===== config.mk =====
export PLATFORM = sky130hd
export DESIGN_NAME = edusoc_fetch_unit
export DESIGN_NICKNAME = d
export VERILOG_FILES = /design/src/rtl/edusoc_fetch_pkg.sv /design/src/rtl/edusoc_fetch_fifo.sv /design/src/rtl/edusoc_fetch_unit.sv
export SDC_FILE = /design/constraint.sdc
export NUM_CORES = 1
export LEC_CHECK = 0
export ABC_AREA = 1
export CAP_MARGIN = 20
export CORE_MARGIN = 5
export CORE_UTILIZATION = 50
export CTS_BUF_LIST = sky130_fd_sc_hd__clkbuf_8
export CTS_CLUSTER_SIZE = 25
export DETAILED_ROUTE_END_ITERATION = 7
export PLACE_DENSITY = 0.76
export SLEW_MARGIN = 20
export SYNTH_ARGS = -nofsm -noshare
export SYNTH_HDL_FRONTEND = slang
export SYNTH_HIERARCHICAL = 1
export SYNTH_SLANG_ARGS = --single-unit

===== constraint.sdc =====
create_clock -name CPU_CLK -period 3.9 [get_ports CPU_CLK]
set_input_delay 0.78 -clock CPU_CLK [delete_from_list [all_inputs] [get_ports CPU_CLK]]
set_output_delay 0.78 -clock CPU_CLK [all_outputs]
set_load 0.05 [all_outputs]

===== src/rtl/edusoc_fetch_pkg.sv =====
// Shared types for the EduSoC instruction fetch stage.
package edusoc_fetch_pkg;

  localparam int XLEN = 32;
  localparam logic [XLEN-1:0] PC_STEP = 32'd4;

  typedef enum logic [1:0] {
    IDLE,
    WAIT,
    DISCARD
  } fetch_state_t;

  typedef struct packed {
    logic [XLEN-1:0] pc;
    logic [XLEN-1:0] instr;
  } fetch_entry_t;

endpackage


===== src/rtl/edusoc_fetch_fifo.sv =====
// Small synchronous FIFO of {pc, instr} entries; head is visible the cycle after a push.
// Flush empties the buffer and wins over a same-cycle push or pop.
module edusoc_fetch_fifo
  import edusoc_fetch_pkg::*;
#(
  parameter int              DEPTH    = 2,
  parameter logic [XLEN-1:0] RESET_PC = '0,
  localparam int             PW       = $clog2(DEPTH),
  localparam int             CW       = $clog2(DEPTH) + 1
) (
  input  logic         clk,
  input  logic         rst,
  input  logic         push,
  input  fetch_entry_t push_dat,
  input  logic         pop,
  input  logic         flush,
  output logic [CW-1:0] count,
  output fetch_entry_t head
);

  fetch_entry_t  mem [DEPTH];
  logic [PW-1:0] wr_ptr;
  logic [PW-1:0] rd_ptr;
  logic          do_push;
  logic          do_pop;

  assign do_push = push && (count != CW'(DEPTH));
  assign do_pop  = pop && (count != '0);
  assign head    = mem[rd_ptr];

  // Pointers are log2(DEPTH) wide, so they wrap modulo DEPTH on their own.
  always_ff @(posedge clk) begin
    if (rst) begin
      wr_ptr <= '0;
      rd_ptr <= '0;
      count  <= '0;
      for (int i = 0; i < DEPTH; i++) begin
        mem[i] <= '{pc: RESET_PC, instr: '0};
      end
    end else if (flush) begin
      wr_ptr <= '0;
      rd_ptr <= '0;
      count  <= '0;
    end else begin
      if (do_push) begin
        mem[wr_ptr] <= push_dat;
        wr_ptr      <= wr_ptr + 1'b1;
      end
      if (do_pop) begin
        rd_ptr <= rd_ptr + 1'b1;
      end
      count <= count + CW'(do_push) - CW'(do_pop);
    end
  end

endmodule


===== src/rtl/edusoc_fetch_unit.sv =====
// Sequential instruction fetch with one outstanding SoC request, buffered into a FIFO for decode.
// Redirects flush the buffer; a response still in flight at redirect time is discarded.
module edusoc_fetch_unit
  import edusoc_fetch_pkg::*;
#(
  parameter logic [31:0] RESET_PC   = 32'h0000_0000,
  parameter int          FIFO_DEPTH = 2
) (
  input  logic        CPU_CLK,
  input  logic        CPU_RES,
  output logic        INSTR_REQ,
  output logic [31:0] INSTR_ADDR,
  input  logic        INSTR_VALID,
  input  logic [31:0] INSTR_RDATA,
  input  logic        REDIRECT,
  input  logic [31:0] REDIRECT_PC,
  output logic        OUT_VALID,
  input  logic        OUT_READY,
  output logic [31:0] OUT_INSTR,
  output logic [31:0] OUT_PC
);

  localparam int             CW      = $clog2(FIFO_DEPTH) + 1;
  localparam logic [CW-1:0]  DEPTH_C = CW'(FIFO_DEPTH);

  fetch_state_t    state;
  logic [XLEN-1:0] fetch_pc;
  logic [CW-1:0]   count;
  logic [CW-1:0]   count_next;
  fetch_entry_t    head;
  fetch_entry_t    push_dat;
  logic            push;
  logic            pop;

  assign push       = (state == WAIT) && INSTR_VALID && !REDIRECT;
  assign pop        = OUT_VALID && OUT_READY && !REDIRECT;
  assign push_dat   = '{pc: fetch_pc, instr: INSTR_RDATA};
  assign count_next = count + CW'(push) - CW'(pop);

  assign OUT_VALID = (count != '0);
  assign OUT_INSTR = head.instr;
  assign OUT_PC    = head.pc;

  edusoc_fetch_fifo #(
    .DEPTH   (FIFO_DEPTH),
    .RESET_PC(RESET_PC)
  ) u_fifo (
    .clk     (CPU_CLK),
    .rst     (CPU_RES),
    .push    (push),
    .push_dat(push_dat),
    .pop     (pop),
    .flush   (REDIRECT),
    .count   (count),
    .head    (head)
  );

  always_ff @(posedge CPU_CLK) begin
    if (CPU_RES) begin
      state      <= IDLE;
      INSTR_REQ  <= 1'b0;
      INSTR_ADDR <= RESET_PC;
      fetch_pc   <= RESET_PC;
    end else if (REDIRECT) begin
      fetch_pc <= REDIRECT_PC & ~32'd3;
      // A response landing with the redirect closes the request; otherwise keep it and drop it later.
      if (INSTR_REQ && INSTR_VALID) begin
        INSTR_REQ <= 1'b0;
        state     <= IDLE;
      end else if (state == WAIT) begin
        state <= DISCARD;
      end
    end else begin
      case (state)
        IDLE: begin
          if (count < DEPTH_C) begin
            INSTR_REQ  <= 1'b1;
            INSTR_ADDR <= fetch_pc;
            state      <= WAIT;
          end
        end
        WAIT: begin
          if (INSTR_VALID) begin
            fetch_pc <= fetch_pc + PC_STEP;
            if (count_next < DEPTH_C) begin
              INSTR_ADDR <= fetch_pc + PC_STEP;
            end else begin
              INSTR_REQ <= 1'b0;
              state     <= IDLE;
            end
          end
        end
        DISCARD: begin
          if (INSTR_VALID) begin
            INSTR_REQ <= 1'b0;
            state     <= IDLE;
          end
        end
        default: state <= IDLE;
      endcase
    end
  end

endmodule


=== Word-level counts from Yosys, hierarchy flattened ===
Memory sizes are Yosys's and may differ from the RTL's. A register that Yosys moved wholly into a read port is not among the register bits.
Cells that the tools add are included.

* Register bits: 71
* RAM bits: 128
* Input port bits: 69
* Output and inout bits: 98
* Logic and storage cells: 85
* Memories: 1

* Add/sub/neg operators: 7
* Order comparisons: 2
* Eq/ne operators: 12
* Mux-type cells: 33
* Bitwise gates (word level): 1
* Reductions and logical operators: 21

{| class="wikitable"
|+ Memories
! name !! depth !! bits a word !! rd ports !! clocked after memory_dff !! write ports !! line !! text
|-
| u_fifo.mem || 2 || 64 || 1 || 1 || 2 || edusoc_fetch_fifo.sv:21 || <nowiki>fetch_entry_t mem [DEPTH];</nowiki>
|}

{| class="wikitable"
|+ Operators with widths
! cell !! number
|-
| 2-to-1 mux 32 bit || 6
|-
| 2-to-1 mux 64 bit || 1
|-
| case mux 32 bit (2 select lines) || 1
|-
| OR reduction 64 bit || 1
|-
| adder 32 x 3 -> 32 bit, second input constant || 1
|-
| 2-to-1 mux 1 bit || 16
|-
| 2-to-1 mux 2 bit || 7
|-
| inequality test 3 bit, second input constant || 4
|-
| AND reduction 5 bit || 2
|-
| nonzero test 2 bit || 4
|-
| logical AND 1 bit || 7
|-
| inequality test 2 bit, second input constant || 3
|-
| case mux 2 bit (3 select lines) || 1
|-
| AND reduction 6 bit || 1
|-
| adder 2 x 1 -> 2 bit || 2
|-
| < comparator 2 bit, second input constant || 2
|-
| inequality test 2 x 1 -> 1 bit, second input constant || 2
|-
| AND reduction 2 bit || 2
|-
| nonzero test 4 bit || 1
|-
| subtractor 2 x 1 -> 2 bit || 2
|-
| inequality test 3 x 1 -> 1 bit, second input constant || 1
|-
| case mux 1 bit (3 select lines) || 1
|-
| adder 1 bit, second input constant || 2
|-
| == test 2 x 1 -> 1 bit, second input constant || 1
|-
| other kinds (5) || 5
|}

=== Logic depth before layout (Yosys ltp) ===
Gate-level depths: netlist (run 1).

* Word-level depth: 10
* Gate-level depth with buffers: 22
* Depth with buffers taken out: 19

=== Modules after synthesis ===
Netlist (run 1), hierarchy kept.

{| class="wikitable"
|+ Modules (own cells, without submodules)
! module !! times used !! cells an instance !! area an instance (µm²)
|-
| edusoc_fetch_fifo || 1 || 448 || 6155.9
|-
| edusoc_fetch_unit || 1 || 676 || 4038.9
|}

=== Worst setup path before layout (run 1) ===
No wires, ideal clock.

* Path type: input -> register
* Start point: input port REDIRECT
* End point: memory u_fifo/mem[0][0] in the netlist's numbering, enable pin
* Library setup time: 0.424 ns
* Arrival: 3.476 ns
* Data required time: 3.476 ns
* Setup slack: 0.000 ns
* Stages on the path: 11
* Buffers on the path: 5
* Path through: buf_6 > nor2_1 > inv_1 > nor2_1 > buf_2 > buf_4 > a21boi_2 > nand2_2 > buf_6 > buf_12 > nand2_1

{| class="wikitable"
|+ RTL lines
! element !! line !! text
|-
| from (decl) || edusoc_fetch_unit.sv:15 || <nowiki>input logic REDIRECT,</nowiki>
|-
| to (decl) || edusoc_fetch_fifo.sv:21 ||
|}

==> results of run 1 <==
per-layer routing:
metal | vias to the layer above | routed length, µm | GRT usage
met2 | 245 | 10600 | 0.313
met3 | 25 | 1410 | 0.0449
met5 | - | 0 | 0
met1 | 3499 | 10400 | 0.263
li1 | 3872 | - | -
met4 | 0 | 369 | 0.0462
kinds of logic after synthesis:
kind of cell / count (synthesis) / share of synthesized area
other: 1 / 0.000368
AO/OA/AOI/OAI: 97 / 0.0565
flip-flops: 196 / 0.511
XOR/XNOR: 8 / 0.00687
AND/OR/NAND/NOR: 544 / 0.250
multiplexers: 64 / 0.0707
adder cells (fa/ha/maj): 7 / 0.00859
buffers and inverters: 207 / 0.0960
registers in the layout, summed over array words and instances (netlist names), named ones only:
name and flops:
u_fifo/count 2, u_fifo/rd_ptr 1, u_fifo/mem 128, INSTR_ADDR 30, INSTR_REQ 1, u_fifo/wr_ptr 1
fetch_pc 30, state 2
critical path: cells and delay by family (launching register included):
kind,cells,cell delay [ps]
buf+inv,2,1030
flops,1,500
mux,1,360
power by group through the flow:
stage	clock network [mW]	registers (mW)	logic, mW
finish	1.29	2.43	1.14
global route	1.42	2.45	1.24
CTS	1.32	2.43	1.15
detailed placement	0	2.47	1.14
global placement	0	2.47	1.13
floorplan	0	2.67	0.586
synthesized netlist by cell type, types with 2 or more instances:
library cell | n | area share
nor2_4 | 53 | 0.059
buf_2 | 10 | 0.0049
o21ai_0 | 12 | 0.0059
dfxtp_1 | 68 | 0.13
a21oi_2 | 3 | 0.0026
nor2_1 | 181 | 0.067
a21oi_1 | 42 | 0.021
a31oi_1 | 7 | 0.0043
inv_1 | 147 | 0.054
edfxtp_1 | 128 | 0.38
nand2_1 | 246 | 0.091
nand2_2 | 6 | 0.0037
o21ai_1 | 7 | 0.0034
buf_4 | 12 | 0.0088
inv_2 | 7 | 0.0026
xnor2_1 | 3 | 0.0026
buf_12 | 4 | 0.0079
buf_6 | 9 | 0.0099
mux2_2 | 64 | 0.071
clkbuf_1 | 15 | 0.0055
xor2_1 | 5 | 0.0043
and2_1 | 2 | 0.0012
ha_1 | 7 | 0.0086
o211ai_1 | 2 | 0.0015
nand3_1 | 46 | 0.023
nor2_2 | 7 | 0.0043
a22oi_1 | 21 | 0.015
layout make-up:
type / count / share of cell area
clock inverter: 12 / 0.00933
tap: 270 / 0.0274
timing repair buffer: 177 / 0.145
sequential: 196 / 0.422
clock buffer: 20 / 0.0223
multi-input combinational: 724 / 0.327
inverter: 155 / 0.0472
stage by stage:
stage	util	power [mW]	cell area (µm²)	worst slack, ps
detailed placement	0.592	3.61	11900	463
global placement	0.592	3.60	11900	528
floorplan	-	3.25	10200	0.352
global route	0.611	5.11	12300	656
CTS	0.611	4.89	12300	717
finish	0.611	4.86	12300	766
final timing paths:
kind                                       to  slack (ps)  cells past startpoint
setup / recovery                   OUT_PC[19]         770                      3
hold / removal     INSTR_ADDR[2]$_SDFFE_PP0P_         510                      2
setup reg to reg  INSTR_ADDR[20]$_SDFFE_PP0P_        1210                     18
hold reg to reg    INSTR_ADDR[2]$_SDFFE_PP0P_         510                      2
==> results.sh, run 1 <==
export IMPL_status="finished, final reports clean"
export IMPL_clock_path_buffers=2
export IMPL_yosysUniqueCellTypes=37
export IMPL_final_cell_mix="nand2_1, nor2_1, clkdlybuf4s50_1"
export IMPL_area_growth_pct=21.0
export IMPL_dp_cells=1522
export IMPL_cts_root_buf="clkbuf_8"
export IMPL_ys_seq_area_frac=0.511
export IMPL_end_kind="primary output"
export IMPL_ys_seq_elements=196
export IMPL_vias=7641
export IMPL_layout_commonest_cell="nand2_1"
export IMPL_synthArstFlopShare=0
export IMPL_ios=167
export IMPL_cts_setup_buffers=0
export IMPL_final_cells=1554
export IMPL_wl_per_cell_um=14.7
export IMPL_cp_data_arrival_time_ps=2350
export IMPL_timing_slew_headroom=0.324
export IMPL_grt_pass1_vias=7262
export IMPL_synthFlopType="edfxtp_1"
export IMPL_min_period_ps=3130
export IMPL_firstDrtPassIters=6
export IMPL_grt_max_degree=65
export IMPL_holdCritPathClass="flop to flop"
export IMPL_cts_tree="built"
export IMPL_grt_overflow=0
export IMPL_die_h_um=153
export IMPL_cpPeakStageDelay_ps=740
export IMPL_cts_resized=0
export IMPL_post_route_period_util=0.804
export IMPL_synth_edff_count=128
export IMPL_clock_sinks=196
export IMPL_cp_max_fo=15
export IMPL_peakVddDrop_mv=0.244
export IMPL_path_cells="buf_4 > mux2_2 > clkdlybuf4s50_1"
export IMPL_r2r_start="state[1]$_SDFFE_PP0P_"
export IMPL_setup_viol=0
export IMPL_drt_iter0_drc=581
export IMPL_cts_clk_slew_worst_paths_ps=90
export IMPL_p_clk_frac=0.265
export IMPL_synth_area_um2=10200
export IMPL_cp_slowest_cell="clkdlybuf4s50_1"
export IMPL_die_area_um2=23300
export IMPL_routed_wl_um=22800
export IMPL_drc=0
export IMPL_hpwl_um=15500
export IMPL_sw_frac_of_total=0.314
export IMPL_p_leak_nw=4.78
export IMPL_numCtsBuffers=17
export IMPL_hold_buffers=0
export IMPL_drv_cap=0
export IMPL_viasPerCell=4.92
export IMPL_gp_routability_congestion=0.887
export IMPL_slew_violations=0
export IMPL_initial_core_util=0.505
export IMPL_ctsHtreeMaxLevel=4
export IMPL_drive_gt1_frac=0.147
export IMPL_num_rows=52
export IMPL_seq_power_share=0.500
export IMPL_nFillCells=1706
export IMPL_finalHoldWorstSlack_ps=514
export IMPL_grt_usage=0.193
export IMPL_internal_power_mw=3.34
export IMPL_finalSetupTns_ps=0
export IMPL_worstPathRequired_ps=3120
export IMPL_hold_viol=0
export IMPL_fp_coreArea_um2=20200
export IMPL_insertion_delay_ps=460
export IMPL_n_antenna_cell=0
export IMPL_antenna_found_initial=0
export IMPL_syn_avg_cell_area_um2=9.07
export IMPL_synthCells=1124
export IMPL_cp_start_kind="flop"
export IMPL_grt_setup_unrepaired="no"
export IMPL_layout_nets=1347
export IMPL_yosysWarnings=6
export IMPL_multiInputGateArea_um2=4030
export IMPL_fmax_mhz=319
export IMPL_power_density_nw_per_um2=394
export IMPL_worstMarginPinSlew_ps=1010
export IMPL_p_comb_frac=0.235
export IMPL_clock_skew_ps=19.0
export IMPL_die_x_um=153
export IMPL_ff_latch_area_um2=5210
export IMPL_p_switching_mw=1.53
export IMPL_hold_start="INSTR_ADDR[2]$_SDFFE_PP0P_"
export IMPL_port_buffers=162
export IMPL_grt_pass1_wl_um=36800
export IMPL_worst_setup_path_type="flop to primary output"
export IMPL_ant_nets=0
Note: power is estimated with default switching activity, not from simulation.
==> run 2: changes to the inputs <==
clock period = 2.85 ns   (was 3.9 ns; I/O delays follow)
==> run 2 against run 1 <==
Compared with the run above: flip-flop and latch count unchanged; wire length increased by 0.69%; sequential share of layout area decreased by 0.10 points; via count increased by 0.62%; power increased by 37%; sequential power increased by 37%; clock skew decreased by 4.7 ps; critical path depth unchanged; first-iteration DRC count decreased by 7.7%; die area unchanged; critical endpoint is now OUT_PC[10]; largest power group unchanged.
==> results.sh, run 2 (same netlist as run 1, synthesis figures left out) <==
export IMPL_status="finished, final reports clean"
export IMPL_layout_commonest_cell="nand2_1"
export IMPL_hold_viol=0
export IMPL_numCtsBuffers=17
export IMPL_finalSetupTns_ps=0
export IMPL_drive_gt1_frac=0.187
export IMPL_setup_viol=0
export IMPL_drv_cap=0
export IMPL_initial_core_util=0.505
export IMPL_post_route_period_util=0.910
export IMPL_grt_setup_unrepaired="no"
export IMPL_area_growth_pct=21.3
export IMPL_gp_routability_congestion=0.889
export IMPL_top_layer_used="met4"
export IMPL_sw_frac_of_total=0.337
export IMPL_die_h_um=153
export IMPL_layout_nets=1359
export IMPL_firstDrtPassIters=5
export IMPL_cp_data_arrival_time_ps=2020
export IMPL_min_period_ps=2590
export IMPL_end_kind="primary output"
export IMPL_viasPerCell=4.91
export IMPL_antenna_found_initial=0
export IMPL_drt_iter0_drc=536
export IMPL_cts_root_buf="clkbuf_8"
export IMPL_timing_slew_headroom=0.599
export IMPL_path_cells="buf_12 > mux2_2 > dlygate4sd2_1"
export IMPL_nFillCells=1728
export IMPL_wl_met1_um=10600
export IMPL_top_register="u_fifo/mem"
export IMPL_p_comb_frac=0.240
export IMPL_cp_max_fo=64
export IMPL_worstPathRequired_ps=2280
export IMPL_die_x_um=153
export IMPL_grt_overflow=0
export IMPL_fmax_mhz=386
export IMPL_cpPeakStageDelay_ps=460
export IMPL_reg_top3="u_fifo/mem x128, INSTR_ADDR x30, fetch_pc x30"
export IMPL_num_rows=52
export IMPL_p_switching_mw=2.24
export IMPL_wl_met3_um=1280
export IMPL_vias=7688
export IMPL_cp_slowest_cell="dlygate4sd2_1"
export IMPL_final_cell_mix="nand2_1, nor2_1, inv_1"
export IMPL_worst_setup_path_type="flop to primary output"
export IMPL_hpwl_um=15800
export IMPL_routed_wl_um=23000
export IMPL_ctsHtreeMaxLevel=4
export IMPL_wl_met2_um=10700
export IMPL_cp_start_kind="flop"
export IMPL_cts_tree="built"
export IMPL_drc=0
export IMPL_crit_buf_inv=2
export IMPL_finalPower_mw=6.64
export IMPL_slew_violations=0
export IMPL_port_buffers=162
export IMPL_critical_path_top_delay_family="buffers and inverters"
export IMPL_worstMarginPinSlew_ps=605
export IMPL_ios=167
export IMPL_grt_pass1_wl_um=38100
export IMPL_wl_per_cell_um=14.7
export IMPL_clock_skew_ps=14.3
export IMPL_die_area_um2=23300
export IMPL_power_density_nw_per_um2=537
export IMPL_placed_area_um2=12000
export IMPL_internal_power_mw=4.40
export IMPL_clock_sinks=196
export IMPL_cts_clk_slew_worst_paths_ps=100
export IMPL_ant_nets=0
export IMPL_peakVddDrop_mv=0.317
export IMPL_grt_usage=0.199
export IMPL_fp_coreArea_um2=20200
export IMPL_largest_reg_flops=128
export IMPL_utilization=0.613
export IMPL_final_cell_area_um2=12400
export IMPL_p_leak_nw=4.97
export IMPL_insertion_delay_ps=470
export IMPL_grt_max_degree=65
export IMPL_seq_power_share=0.501
export IMPL_clock_path_buffers=2
export IMPL_p_clk_frac=0.259
export IMPL_holdCritPathClass="flop to flop"
export IMPL_n_antenna_cell=0
export IMPL_grt_pass1_vias=7490
## run 2: cell count changes in the layout (fill, tap and decap cells not counted), sizes merged
cell           before  now
clkbuf             20   17
bufinv              2    0
clkdlybuf4s50     162   98
dlygate4sd2         0   27
inv               159  165
clkinv              5    4
buf                15   64
## run 2: through the flow
stage	worst slack [ps]	std cells	hold slack, ps
final	258	1566	509
after global routing	150	1566	527
after floorplan	136	1127	467
after CTS	224	1566	514
after detailed placement	25.8	1534	496
after global placement	51.7	1534	480
## run 2: repair_timing
| item | in CTS | in global routing |
|---|---|---|
| setup endpoints to repair | 27 | 0 |
| resized for setup | 27 | 0 |
| hold endpoints to repair | 0 | 0 |
| buffers inserted | 0 | 0 |
| hold buffers | 0 | 0 |
## run 2: path summary, 6_finish.rpt
check	startpoint	to	cells after the start	slack, ps
worst min-delay path	u_fifo/wr_ptr$_SDFFE_PP0P_	u_fifo/wr_ptr$_SDFFE_PP0P_	2	510
worst max register to register	state[1]$_SDFFE_PP0P_	INSTR_ADDR[2]$_SDFFE_PP0P_	17	440
worst min register to register	u_fifo/wr_ptr$_SDFFE_PP0P_	u_fifo/wr_ptr$_SDFFE_PP0P_	2	510
worst max-delay path	flop	OUT_PC[10]	3	260
## run 2: final cells by class
| class | instances | area [µm²] | area share |
|---|---|---|---|
| clock buffer | 17 | 234 | 0.0189 |
| clock inverter | 15 | 138 | 0.0111 |
| inverter | 155 | 582 | 0.0471 |
| multi-input combinational | 724 | 4040 | 0.327 |
| sequential | 196 | 5210 | 0.421 |
| tap | 270 | 338 | 0.0273 |
| timing repair buffer | 189 | 1820 | 0.147 |
## run 2: per-layer routing
metal | up-vias | global-route usage
met2 | 248 | 0.322
met3 | 25 | 0.0383
met1 | 3519 | 0.277
met5 | - | 0
met4 | 0 | 0.0518
li1 | 3896 | -
## run 2: worst min-delay path, cell delays in order (launching register included)
cell     delay, ps
dfxtp_1        330
nand2_1         60
o21ai_0         70
## run 2: power by group through the flow
stage               sequential (mW)  combinational (mW)  clock (mW)
CTS                            3.32                1.60        1.78
finish                         3.32                1.60        1.72
global route                   3.35                1.73        1.90
detailed placement             3.39                1.60           0
global placement               3.38                1.59           0
floorplan                      3.65               0.804           0
==> run 3: changes to the inputs <==
CAP_MARGIN = 10   (was 20)
==> results of run 3 <==
The final DEF is identical to that of run 2; final timing and power are the same.
